`config.mk`:
```
export PLATFORM = sky130hd
export DESIGN_NAME = bcd_seg_scan
export DESIGN_NICKNAME = d
export VERILOG_FILES = /design/src/rtl/bcd_disp_pkg.sv /design/src/rtl/seg7_decode.sv /design/src/rtl/bcd_seg_scan.sv
export SDC_FILE = /design/constraint.sdc
export NUM_CORES = 1
export LEC_CHECK = 0
export ABC_AREA = 0
export BUFFER_PORTS_ARGS = -buffer_cell sky130_fd_sc_hd__buf_2
export CORE_MARGIN = 1
export CORE_UTILIZATION = 45
export DETAILED_ROUTE_END_ITERATION = 8
export GPL_ROUTABILITY_DRIVEN = 0
export GPL_TIMING_DRIVEN = 1
export PLACE_DENSITY = 0.61
export SYNTH_ARGS = -nofsm -noshare
export SYNTH_HDL_FRONTEND = slang
export SYNTH_SLANG_ARGS = --single-unit
```
`constraint.sdc`:
```
create_clock -name clk -period 4.7 [get_ports clk]
set_input_delay 0 -clock clk [delete_from_list [all_inputs] [get_ports clk]]
set_output_delay 0 -clock clk [all_outputs]
set_load 0.005 [all_outputs]
```
`src/rtl/bcd_disp_pkg.sv`:
```
// bcd_disp_pkg: shared glyph constants and digit index type for the BCD display scanner
package bcd_disp_pkg;
   localparam logic [6:0] GLYPH_0    = 7'h3F;
   localparam logic [6:0] GLYPH_1    = 7'h06;
   localparam logic [6:0] GLYPH_2    = 7'h5B;
   localparam logic [6:0] GLYPH_3    = 7'h4F;
   localparam logic [6:0] GLYPH_4    = 7'h66;
   localparam logic [6:0] GLYPH_5    = 7'h6D;
   localparam logic [6:0] GLYPH_6    = 7'h7D;
   localparam logic [6:0] GLYPH_7    = 7'h07;
   localparam logic [6:0] GLYPH_8    = 7'h7F;
   localparam logic [6:0] GLYPH_9    = 7'h6F;
   localparam logic [6:0] GLYPH_DASH = 7'h40;
   localparam logic [6:0] GLYPH_OFF  = 7'h00;
   typedef logic [1:0] dig_t;
   localparam dig_t DIG_UNITS = 2'd0;
   localparam dig_t DIG_TENS  = 2'd1;
   localparam dig_t DIG_HUNDS = 2'd2;
endpackage

```
`src/rtl/seg7_decode.sv`:
```
// seg7_decode: nibble to active-high gfedcba glyph, dash for non-decimal nibbles
module seg7_decode
   import bcd_disp_pkg::*;
(
   input  logic [3:0] nibble_i,
   output logic [6:0] glyph_o
);
   // table lookup; A-F fall through to the dash glyph
   always_comb begin
      glyph_o = GLYPH_DASH;
      case (nibble_i)
         4'd0: glyph_o = GLYPH_0;
         4'd1: glyph_o = GLYPH_1;
         4'd2: glyph_o = GLYPH_2;
         4'd3: glyph_o = GLYPH_3;
         4'd4: glyph_o = GLYPH_4;
         4'd5: glyph_o = GLYPH_5;
         4'd6: glyph_o = GLYPH_6;
         4'd7: glyph_o = GLYPH_7;
         4'd8: glyph_o = GLYPH_8;
         4'd9: glyph_o = GLYPH_9;
         default: glyph_o = GLYPH_DASH;
      endcase
   end
endmodule

```
`src/rtl/bcd_seg_scan.sv`:
```
// bcd_seg_scan: 3-digit multiplexed 7-segment scanner with blank gaps, frame snapshot and leading-zero blanking
module bcd_seg_scan
   import bcd_disp_pkg::*;
#(
   parameter int SCAN_DIV       = 50000,
   parameter int BLANK_CYC      = 500,
   parameter bit SEG_ACTIVE_LOW = 1'b1,
   parameter bit AN_ACTIVE_LOW  = 1'b1
) (
   input  logic        clk,
   input  logic        rst_n,
   input  logic [11:0] bcd,
   input  logic        lzb_en,
   output logic [2:0]  an,
   output logic [6:0]  seg
);
   localparam int CW = $clog2(SCAN_DIV);
   localparam logic [CW-1:0] CNT_LAST  = CW'(SCAN_DIV - 1);
   localparam logic [CW-1:0] BLANK_END = CW'(BLANK_CYC);
   localparam logic [2:0] AN_POL  = {3{AN_ACTIVE_LOW}};
   localparam logic [6:0] SEG_POL = {7{SEG_ACTIVE_LOW}};

   logic [CW-1:0] cnt_q, cnt_d;
   dig_t          idx_q, idx_d;
   logic [11:0]   shadow_bcd_q, shadow_bcd_d;
   logic          shadow_lzb_q, shadow_lzb_d;
   logic [2:0]    an_q, an_d;
   logic [6:0]    seg_q, seg_d;
   logic [3:0]    nib;
   logic [6:0]    glyph;
   logic          wrap, snap, hund_zero, tens_zero, blanked, lit;

   seg7_decode u_dec (
      .nibble_i (nib),
      .glyph_o  (glyph)
   );

   // slot counter, digit sequencing, frame snapshot and registered output selection
   always_comb begin
      wrap         = cnt_q == CNT_LAST;
      cnt_d        = wrap ? '0 : cnt_q + CW'(1);
      idx_d        = wrap ? (idx_q == DIG_HUNDS ? DIG_UNITS : idx_q + 2'd1) : idx_q;
      snap         = idx_q == DIG_UNITS && cnt_q == '0;
      shadow_bcd_d = snap ? bcd : shadow_bcd_q;
      shadow_lzb_d = snap ? lzb_en : shadow_lzb_q;
      nib          = idx_q == DIG_HUNDS ? shadow_bcd_q[11:8] :
                     idx_q == DIG_TENS  ? shadow_bcd_q[7:4]  : shadow_bcd_q[3:0];
      hund_zero    = shadow_bcd_q[11:8] == 4'd0;
      tens_zero    = shadow_bcd_q[7:4] == 4'd0;
      blanked      = shadow_lzb_q && ((idx_q == DIG_HUNDS && hund_zero) ||
                                      (idx_q == DIG_TENS && hund_zero && tens_zero));
      lit          = cnt_q >= BLANK_END && !blanked;
      an_d         = (lit ? 3'b001 << idx_q : 3'b000) ^ AN_POL;
      seg_d        = (lit ? glyph : GLYPH_OFF) ^ SEG_POL;
   end

   // state and output registers; reset forces every digit and segment off at once
   always_ff @(posedge clk or negedge rst_n) begin
      if (!rst_n) begin
         cnt_q        <= '0;
         idx_q        <= DIG_UNITS;
         shadow_bcd_q <= '0;
         shadow_lzb_q <= 1'b0;
         an_q         <= AN_POL;
         seg_q        <= GLYPH_OFF ^ SEG_POL;
      end else begin
         cnt_q        <= cnt_d;
         idx_q        <= idx_d;
         shadow_bcd_q <= shadow_bcd_d;
         shadow_lzb_q <= shadow_lzb_d;
         an_q         <= an_d;
         seg_q        <= seg_d;
      end
   end

   assign an  = an_q;
   assign seg = seg_q;
endmodule
```
==> results.toml, run 1 <==
[timing]
setup_viol = 0
final.setup_skew_ns = 0.00620
final.period_utilization = 0.457
min_period_ns = 2.15
tns_ns = 0
fmax_mhz = 465
timing.final.hold_violations = 0
worstMarginPinSlew_ns = 0.894
maxSlewViolCount = 0
whs_ns = 0.365
unrepaired_setup_endpoints_after_global_routing = "no"
tightest_slew_margin_relative_to_the_limit = 0.387

[route]
totalWireLength_mm = 3.97
routed_via_density = 5.37
route.vias.total = 1472
drt_first_iter_violations = 136
drt_first_pass_iters = 6
drc = 8
final_antenna_net_count = 0
routedWlPerCell_um = 14.5

[synthesis]
synth_top_cell_area_share = 0.367
synth.area.top_cells = "sky130_fd_sc_hd__dfrtp_1, sky130_fd_sc_hd__dfstp_2, sky130_fd_sc_hd__mux2_4"
postSynth.topFlopCell = "sky130_fd_sc_hd__dfrtp_1"
yosys.cell_types.count = 38
postSynth.asyncResetShare = 1.00
yosysWarningCount = 0
count_of_flip_flops_with_a_built_in_enable_after_synthesis = 0
synthDominantAreaCellType = "sky130_fd_sc_hd__dfrtp_1"
synth_most_common_cell = "sky130_fd_sc_hd__dfrtp_1"
mapped_nets = 205
ys_ff_latch = 41
yosysSeqAreaShare = 0.492
synth_area_um2 = 2110
netlist_top_cells_count = "sky130_fd_sc_hd__dfrtp_1, sky130_fd_sc_hd__nor2_1, sky130_fd_sc_hd__dfstp_2, sky130_fd_sc_hd__mux2_4, sky130_fd_sc_hd__mux2i_1"
post_synth_inst_count = 183
post_synth.cell_area_avg_um2 = 11.5

[clocking]
h-tree-depth = 2
cts-buffers-inserted = 5
clock_pin_slew_of_the_registers_on_the_worst_case_setup_and_hold_paths_ns = 0.07
cts-resized-gates = 0
tritoncts_num_sinks = 41
cts-root-to-sink-buffers = 2
clk_latency_ns = 0.29
tritoncts_clock_tree = "built"
clock_tree.root_cell = "sky130_fd_sc_hd__clkbuf_8"

[floorplan]
core_area_um2 = 4440
start_util = 0.475
die-width_um = 70.5
die_h_um = 70.5
io-pin-count = 25
die_area_um2 = 4970
num_rows = 24

[grt]
track_usage = 0.181
grt_first_pass_wirelength_mm = 6.98
antenna_violations_before_repair = 0
grt_pass1_vias = 1477
pin_count_of_the_biggest_net_entering_global_routing = 42
grt-ovfl-total = 0

[layout]
drive_gt1_frac = 0.275
num-fill-cells = 382
layoutNonFillerInstCount = 274
design_area_um2 = 2480
antenna-diode-count = 0
final_net_count = 243
area_growth_pct = 17.4

[power]
ir_drop_v = 0.000125
power.density_nw_per_um2 = 254
power_leakage_uw = 0.00109

[placed_design]
numPortBuffers = 24
dp.cells = 252
placed_area_um2 = 2260
hpwlAfterDp_mm = 2.73

[setup_path]
regToRegStartpoint = "idx_q[0]$_DFFE_PN0N_"
slowest_delay_ns = 0.81
crit_path_max_fanout = 14
slack_of_the_worst_reg_to_reg_path_ns = 2.55
cp_slowest_cell = "sky130_fd_sc_hd__mux2i_1"
cell_depth_of_the_worst_flop_to_flop_path = 4
crit_required_ns = 4.90
cp-start-kind = "flop"
r2r_end = "seg[3]$_DFF_PN1_"
timing_worst_setup_path_type = "flop to flop"
critPathCaptureType = "flop"
cp_data_arrival_time_ns = 2.35
timing.critical_path.cells = "mux2i_1 > a21oi_1 > a21boi_0 > o21ai_0"

[run_status]
failed_checks = "DRC"
outcome = "finished with violations"

[worst_hold_path]
min-delay-path-class = "input port to asynchronous set/reset pin"

[run]
cap_violations = 0
-- where the power goes --
group / leakage [µW] / total (µW) / internal [µW] / switching [µW]
Combinational: 0.000554 / 45.2 / 24.8 / 20.4
Clock: 0.0000395 / 220 / 106 / 114
Sequential: 0.000494 / 364 / 359 / 5.35
Total: 0.00109 / 629 / 489 / 140
-- critical path: cells and delay by family (launching register included) --
| kind | cells | cell delay (ns) |
|---|---|---|
| muxes | 1 | 0.81 |
| DFF | 1 | 0.66 |
| AOI/OAI and AO/OA | 3 | 0.58 |
-- final cells by class --
| cell class | instances | area (µm²) | area share |
|---|---|---|---|
| multi-input combinational | 127 | 1000 | 0.405 |
| tap | 52 | 65.1 | 0.0262 |
| timing repair buffer | 38 | 260 | 0.105 |
| inverter | 8 | 30.0 | 0.0121 |
| clock buffer | 8 | 80.1 | 0.0323 |
| sequential | 41 | 1040 | 0.419 |
-- cell families (layout without fill, tap and decap cells) --
kind of cell,Yosys count,in the layout,share of synthesized area
xor+xnor,15,15,0.0622
mux,25,25,0.145
simple gates,64,64,0.177
buf+inv,15,54,0.0326
fa+ha+maj,7,7,0.0415
compound gates,16,16,0.0498
flops,41,41,0.492
-- through the flow --
step	utilization	worst slack, ns	power (µW)
after floorplan	-	2.96	389
after global placement	0.508	2.73	405
after detailed placement	0.508	2.62	407
after CTS	0.558	2.59	639
after global routing	0.558	2.29	656
final	0.558	2.55	629
-- worst max path at each step --
stage                                         endpoint                  from  cells after the start  slack [ns]
after CTS                             seg[3]$_DFF_PN1_  idx_q[0]$_DFFE_PN0N_                      4        2.59
after detailed placement              seg[3]$_DFF_PN1_  idx_q[1]$_DFFE_PN0N_                      5        2.62
final                                 seg[3]$_DFF_PN1_  idx_q[0]$_DFFE_PN0N_                      4        2.55
after global routing                  seg[3]$_DFF_PN1_  idx_q[1]$_DFFE_PN0N_                      5        2.29
after floorplan           shadow_bcd_q[10]$_DFFE_PN0P_   cnt_q[14]$_DFF_PN0_                      5        2.96
after global placement                seg[0]$_DFF_PN1_  idx_q[1]$_DFFE_PN0N_                      5        2.73
-- registers in the layout, summed over array words and instances, names as in the netlist --
signal and flops:
an 3, shadow_lzb_q 1, idx_q 2, seg 7, cnt_q 16, shadow_bcd_q 12
-- per-layer routing --
layer  vias to the layer above  wire (µm)  track usage
met5                         -          0            0
met4                         0         70       0.0748
met3                         7        174       0.0418
met2                        39       1800        0.283
met1                       718       1920        0.245
li1                        708          -            -
-- layout by cell type, fill, tap and decap left out, drive strengths merged, types with 6 or more instances in the layout --
| cell | synthesis | final |
|---|---|---|
| nand3 | 8 | 8 |
| dlygate4sd3 | 0 | 14 |
| dfrtp | 31 | 31 |
| mux2 | 15 | 15 |
| nand2 | 9 | 9 |
| buf | 5 | 24 |
| nor2 | 19 | 19 |
| dfstp | 10 | 10 |
| ha | 7 | 7 |
| mux2i | 10 | 10 |
| clkbuf | 2 | 8 |
| xnor2 | 8 | 8 |
| o21ai | 6 | 6 |
| xor2 | 7 | 7 |
| inv | 8 | 8 |
-- repair_timing --
| item | 4_1_cts | 5_1_grt |
|---|---|---|
| endpoints found under the hold margin | 44 | 0 |
| buffers inserted | 0 | 0 |
| hold buffers | 14 | 0 |
Power figures use the tool's default switching activity.
==> inputs of run 2 (changes only) <==
--- a/config.mk
+++ b/config.mk
@@ -12,7 +12,7 @@
 export DETAILED_ROUTE_END_ITERATION = 8
 export GPL_ROUTABILITY_DRIVEN = 0
 export GPL_TIMING_DRIVEN = 1
-export PLACE_DENSITY = 0.61
+export PLACE_DENSITY = 0.64
 export SYNTH_ARGS = -nofsm -noshare
 export SYNTH_HDL_FRONTEND = slang
 export SYNTH_SLANG_ARGS = --single-unit
==> constraint.sdc (replaced) <==
create_clock -name clk -period 1.82 [get_ports clk]
set_input_delay 0 -clock clk [delete_from_list [all_inputs] [get_ports clk]]
set_output_delay 0 -clock clk [all_outputs]
set_load 0.005 [all_outputs]
==> run 2 against run 1 <==
Against the previous run:
- the run still ends with DRC left
- routed wire length up 5.0%
- largest power group unchanged
- non-clock buffer count up 20
- worst hold slack worse by 0.0097 ns
- critical path depth up 1
- cell count up 7.3%
- setup slack worse by 2.5 ns
- critical endpoint is now shadow_bcd_q[2]$_DFFE_PN0P_
==> results.toml, run 2 (same netlist as run 1, synthesis figures left out) <==
[floorplan]
io-pin-count = 25
die_area_um2 = 4970
num_rows = 24
die-width_um = 70.5
die_h_um = 70.5
start_util = 0.475
core_area_um2 = 4440

[timing]
fmax_mhz = 576
final.setup_skew_ns = 0.00772
maxSlewViolCount = 0
timing.final.hold_violations = 0
tns_ns = 0
tightest_slew_margin_relative_to_the_limit = 0.411
unrepaired_setup_endpoints_after_global_routing = "no"
worstMarginPinSlew_ns = 0.884
final.period_utilization = 0.954
min_period_ns = 1.74
setup_viol = 0

[clocking]
clock_tree.root_cell = "sky130_fd_sc_hd__clkbuf_8"
h-tree-depth = 2
tritoncts_num_sinks = 41
tritoncts_clock_tree = "built"
cts-buffers-inserted = 5
clock_pin_slew_of_the_registers_on_the_worst_case_setup_and_hold_paths_ns = 0.08
clk_latency_ns = 0.30
cts-root-to-sink-buffers = 2

[route]
route.vias.total = 1535
totalWireLength_mm = 4.16
final_antenna_net_count = 0
routedWlPerCell_um = 14.2
drt_first_pass_iters = 6
drt_first_iter_violations = 110
routed_via_density = 5.22
drc = 8

[setup_path]
cp-start-kind = "flop"
slowest_delay_ns = 0.55
crit_path_max_fanout = 13
timing_worst_setup_path_type = "flop to flop"
crit_required_ns = 2.01
critPathCaptureType = "flop"
timing.critical_path.cells = "or4_4 > nor2_4 > nand4_4 > buf_12 > mux2_4"
cp_slowest_cell = "sky130_fd_sc_hd__or4_4"
cp_data_arrival_time_ns = 1.92
slack_of_the_worst_reg_to_reg_path_ns = 0.08

[run_status]
outcome = "finished with violations"
failed_checks = "DRC"

[placed_design]
placed_area_um2 = 2400
numPortBuffers = 24
hpwlAfterDp_mm = 3.04

[layout]
regMostFlops = "cnt_q"
drive_gt1_frac = 0.364
layout.core_utilization = 0.604
final_net_count = 263
largest_reg_flops = 16
area_growth_pct = 27.1
antenna-diode-count = 0
num-fill-cells = 345
design_area_um2 = 2680
layout.cells.most_common_list = "sky130_fd_sc_hd__dfrtp_1, sky130_fd_sc_hd__buf_2, sky130_fd_sc_hd__buf_4"
final_common_cell = "sky130_fd_sc_hd__dfrtp_1"

[power]
power.density_nw_per_um2 = 663
power_leakage_uw = 0.00122
ir_drop_v = 0.000421

[grt]
pin_count_of_the_biggest_net_entering_global_routing = 42
grt-ovfl-total = 0
track_usage = 0.193
grt_first_pass_wirelength_mm = 7.40
antenna_violations_before_repair = 0
grt_pass1_vias = 1600

[run]
cap_violations = 0

[worst_hold_path]
min-delay-path-class = "input port to asynchronous set/reset pin"
run 2: cell count changes in the layout (fill, tap and decap cells not counted), sizes merged:
cell	change
inv	+1
clkbuf	-1
buf	+20
run 2: worst paths after layout:
kind / from / end / cells past startpoint
hold / removal: rst_n / cnt_q[12]$_DFF_PN0_ / 2
min in group clk: bcd[5] / shadow_bcd_q[5]$_DFFE_PN0P_ / 3
setup reg to reg: cnt_q[14]$_DFF_PN0_ / shadow_bcd_q[2]$_DFFE_PN0P_ / 5
setup / recovery: cnt_q[14]$_DFF_PN0_ / shadow_bcd_q[2]$_DFFE_PN0P_ / 5
max in group asynchronous: rst_n / idx_q[0]$_DFFE_PN0N_ / 2
hold reg to reg: cnt_q[0]$_DFF_PN0_ / cnt_q[0]$_DFF_PN0_ / 1
run 2: layer usage:
layer  share of wire  vias to the layer above  global-route usage
li1                -                      753                   -
met1            0.47                      740               0.251
met2            0.48                       34               0.313
met3           0.028                        8              0.0346
met4           0.020                        0              0.0930
met5               0                        -                   0
run 2: critical path: cells and delay by family, from the launching register on:
kind          cells  cell delay (ns)
buf+inv           1             0.18
simple gates      3             0.76
flops             1             0.38
mux               1             0.30
run 2: repair_timing:
action | CTS | global route
hold endpoints to repair | 44 | 0
setup buffers | 1 | 0
hold buffers | 14 | 0
gates resized for setup | 0 | 7
endpoints found under the setup margin | 13 | 8
gates cloned | 0 | 0
run 2: per-stage QoR:
step / cells / hold WS (ns) / worst slack, ns / total power [µW]
floorplan: 183 / -0.296 / 0.0778 / 1010
global placement: 271 / 0.150 / 0.0195 / 1050
detailed placement: 271 / 0.178 / -0.0519 / 1060
CTS: 294 / 0.386 / 0.0176 / 1800
global route: 294 / 0.439 / 0.00155 / 1870
finish: 294 / 0.355 / 0.0843 / 1780
run 2: final cells by class:
type	instances	area [µm²]	area share
clock inverters	1	6.26	0.00233
flip-flops and latches	41	1040	0.387
repair buffers	58	423	0.158
multi-input cells	127	1010	0.377
inverters	8	30.0	0.0112
well taps	52	65.1	0.0242
clock buffers	7	108	0.0401
run 2: report_power, final:
group          internal [µW]  switching, µW  leakage, µW
combinational           68.4           55.4     0.000663
clock                    392            325    0.0000599
sequential               926           13.3     0.000492
==> inputs of run 3 (changes only) <==
--- a/config.mk
+++ b/config.mk
@@ -8,11 +8,11 @@
 export ABC_AREA = 0
 export BUFFER_PORTS_ARGS = -buffer_cell sky130_fd_sc_hd__buf_2
 export CORE_MARGIN = 1
-export CORE_UTILIZATION = 45
+export CORE_UTILIZATION = 52
 export DETAILED_ROUTE_END_ITERATION = 8
 export GPL_ROUTABILITY_DRIVEN = 0
-export GPL_TIMING_DRIVEN = 1
-export PLACE_DENSITY = 0.64
+export PLACE_DENSITY = 0.72
+export RECOVER_POWER = 50
 export SYNTH_ARGS = -nofsm -noshare
 export SYNTH_HDL_FRONTEND = slang
 export SYNTH_SLANG_ARGS = --single-unit
==> run 3 against run 2 <==
Against the previous run:
- the flow now finishes without violations
- clock skew decreased by 0.0033 ns
- combinational power about the same
- setup slack got worse by 0.017 ns
- sequential cell count unchanged
- largest power group unchanged
==> results.toml, run 3 (same netlist as run 1, synthesis figures left out) <==
[timing]
final.period_utilization = 0.963
tightest_slew_margin_relative_to_the_limit = 0.366
min_period_ns = 1.75
final.setup_skew_ns = 0.00441
fmax_mhz = 571
setup_viol = 0
worstMarginPinSlew_ns = 0.951
whs_ns = 0.383
maxSlewViolCount = 0
timing.final.hold_violations = 0
tns_ns = 0

[setup_path]
crit_required_ns = 2.06
timing.critical_path.cells = "buf_4 > mux2i_1 > mux2i_1 > inv_1 > ha_1 > inv_1 > mux2i_1 > a22o_1 > nand2_1"
timing_worst_setup_path_type = "flop to flop"
regToRegStartpoint = "idx_q[0]$_DFFE_PN0N_"
slowest_delay_ns = 0.45
critPathBufInv = 3
crit_top_cell = "sky130_fd_sc_hd__mux2i_1"
crit_path_max_fanout = 7
cell_depth_of_the_worst_flop_to_flop_path = 9
cp_slowest_cell = "sky130_fd_sc_hd__dfrtp_2"
r2r_end = "seg[4]$_DFF_PN1_"
cp_data_arrival_time_ns = 1.99
critPathCaptureType = "flop"
slack_of_the_worst_reg_to_reg_path_ns = 0.07
cp-start-kind = "flop"
timing.critical_path.max_delay_family = "flip-flops"

[clocking]
clk_latency_ns = 0.29
tritoncts_num_sinks = 41
clock_tree.root_cell = "sky130_fd_sc_hd__clkbuf_8"
clock_pin_slew_of_the_registers_on_the_worst_case_setup_and_hold_paths_ns = 0.07
h-tree-depth = 2
tritoncts_clock_tree = "built"
cts-root-to-sink-buffers = 2
cts-buffers-inserted = 5

[floorplan]
io-pin-count = 25
die_h_um = 65.7
num_rows = 22
die_area_um2 = 4320
die-width_um = 65.7
core_area_um2 = 3770
start_util = 0.560

[route]
route.vias.total = 1521
drt_first_iter_violations = 70
routed_via_density = 5.28
drt_first_pass_iters = 4
totalWireLength_mm = 4.03
final_antenna_net_count = 0
routedWlPerCell_um = 14.0
drc = 0

[power]
power_leakage_uw = 0.00120
power.density_nw_per_um2 = 661
ir_drop_v = 0.000544
totalPowerFinal_uw = 1760

[placed_design]
hpwlAfterDp_mm = 2.85
dp.cells = 265
numPortBuffers = 24
placed_area_um2 = 2380

[layout]
area_growth_pct = 25.8
num-fill-cells = 274
design_area_um2 = 2660
drive_gt1_frac = 0.333
largest_reg_flops = 16
register_area_um2 = 1040
final_net_count = 261
layout.cells.most_common_list = "sky130_fd_sc_hd__dfrtp_1, sky130_fd_sc_hd__nor2_1, sky130_fd_sc_hd__buf_2, sky130_fd_sc_hd__buf_4, sky130_fd_sc_hd__dlygate4sd3_1"
layoutNonFillerInstCount = 288
final_common_cell = "sky130_fd_sc_hd__dfrtp_1"
antenna-diode-count = 0
regMostFlops = "cnt_q"
multiInputGateArea_um2 = 1010

[grt]
grt_first_pass_wirelength_mm = 6.81
grt-ovfl-total = 0
grt_pass1_vias = 1494
antenna_violations_before_repair = 0
pin_count_of_the_biggest_net_entering_global_routing = 42
track_usage = 0.216

[run]
cap_violations = 0

[worst_hold_path]
min-delay-path-class = "input port to asynchronous set/reset pin"

[run_status]
outcome = "complete, no violations"
-- run 3: changes by cell type in the layout (fill, tap and decap cells not counted), sizes merged --
cell,previous run,this run
clkbuf,7,15
buf,44,35
inv,9,8
-- run 3: power breakdown --
part	internal, µW	leakage, µW	switching [µW]
sequential	926	0.000492	12.8
combinational	68.0	0.000648	56.2
clock	392	0.0000566	300
total	1390	0.00120	369
-- run 3: worst max path at each step --
stage	slack [ns]	startpoint	depth (start not counted)	endpoint
2_1_floorplan	0.08	cnt_q[14]$_DFF_PN0_	5	shadow_bcd_q[10]$_DFFE_PN0P_
3_3_place_gp	0.02	cnt_q[14]$_DFF_PN0_	4	shadow_bcd_q[1]$_DFFE_PN0P_
3_5_place_dp	-0.04	cnt_q[14]$_DFF_PN0_	4	shadow_bcd_q[6]$_DFFE_PN0P_
4_1_cts	0.05	idx_q[0]$_DFFE_PN0N_	9	seg[4]$_DFF_PN1_
5_1_grt	-0.005	idx_q[1]$_DFFE_PN0N_	6	seg[3]$_DFF_PN1_
6_report	0.07	idx_q[0]$_DFFE_PN0N_	9	seg[4]$_DFF_PN1_
-- run 3: layout make-up --
| class | instances | area share |
|---|---|---|
| Timing Repair Buffer | 56 | 0.151 |
| Inverter | 8 | 0.0113 |
| Multi-Input combinational cell | 127 | 0.382 |
| Sequential cell | 41 | 0.391 |
| Tap cell | 48 | 0.0226 |
| Clock buffer | 8 | 0.0419 |
-- run 3: metrics by stage --
stage | worst slack [ns] | util
after global routing | -0.00482 | 0.704
final | 0.0677 | 0.704
after floorplan | 0.0778 | -
after CTS | 0.0508 | 0.703
after detailed placement | -0.0362 | 0.631
after global placement | 0.0247 | 0.631
-- run 3: timing repair --
action / 4_1_cts / 5_1_grt
hold buffers: 14 / 0
setup endpoints to repair: 14 / 7
resized for setup: 1 / 6
endpoints found under the hold margin: 44 / 0
setup buffers: 1 / 0
-- run 3: per-layer routing --
layer | track usage | wire, µm
met1 | 0.275 | 1780
met4 | 0.0978 | 95
met3 | 0.0538 | 198
met5 | 0 | 0
met2 | 0.344 | 1950
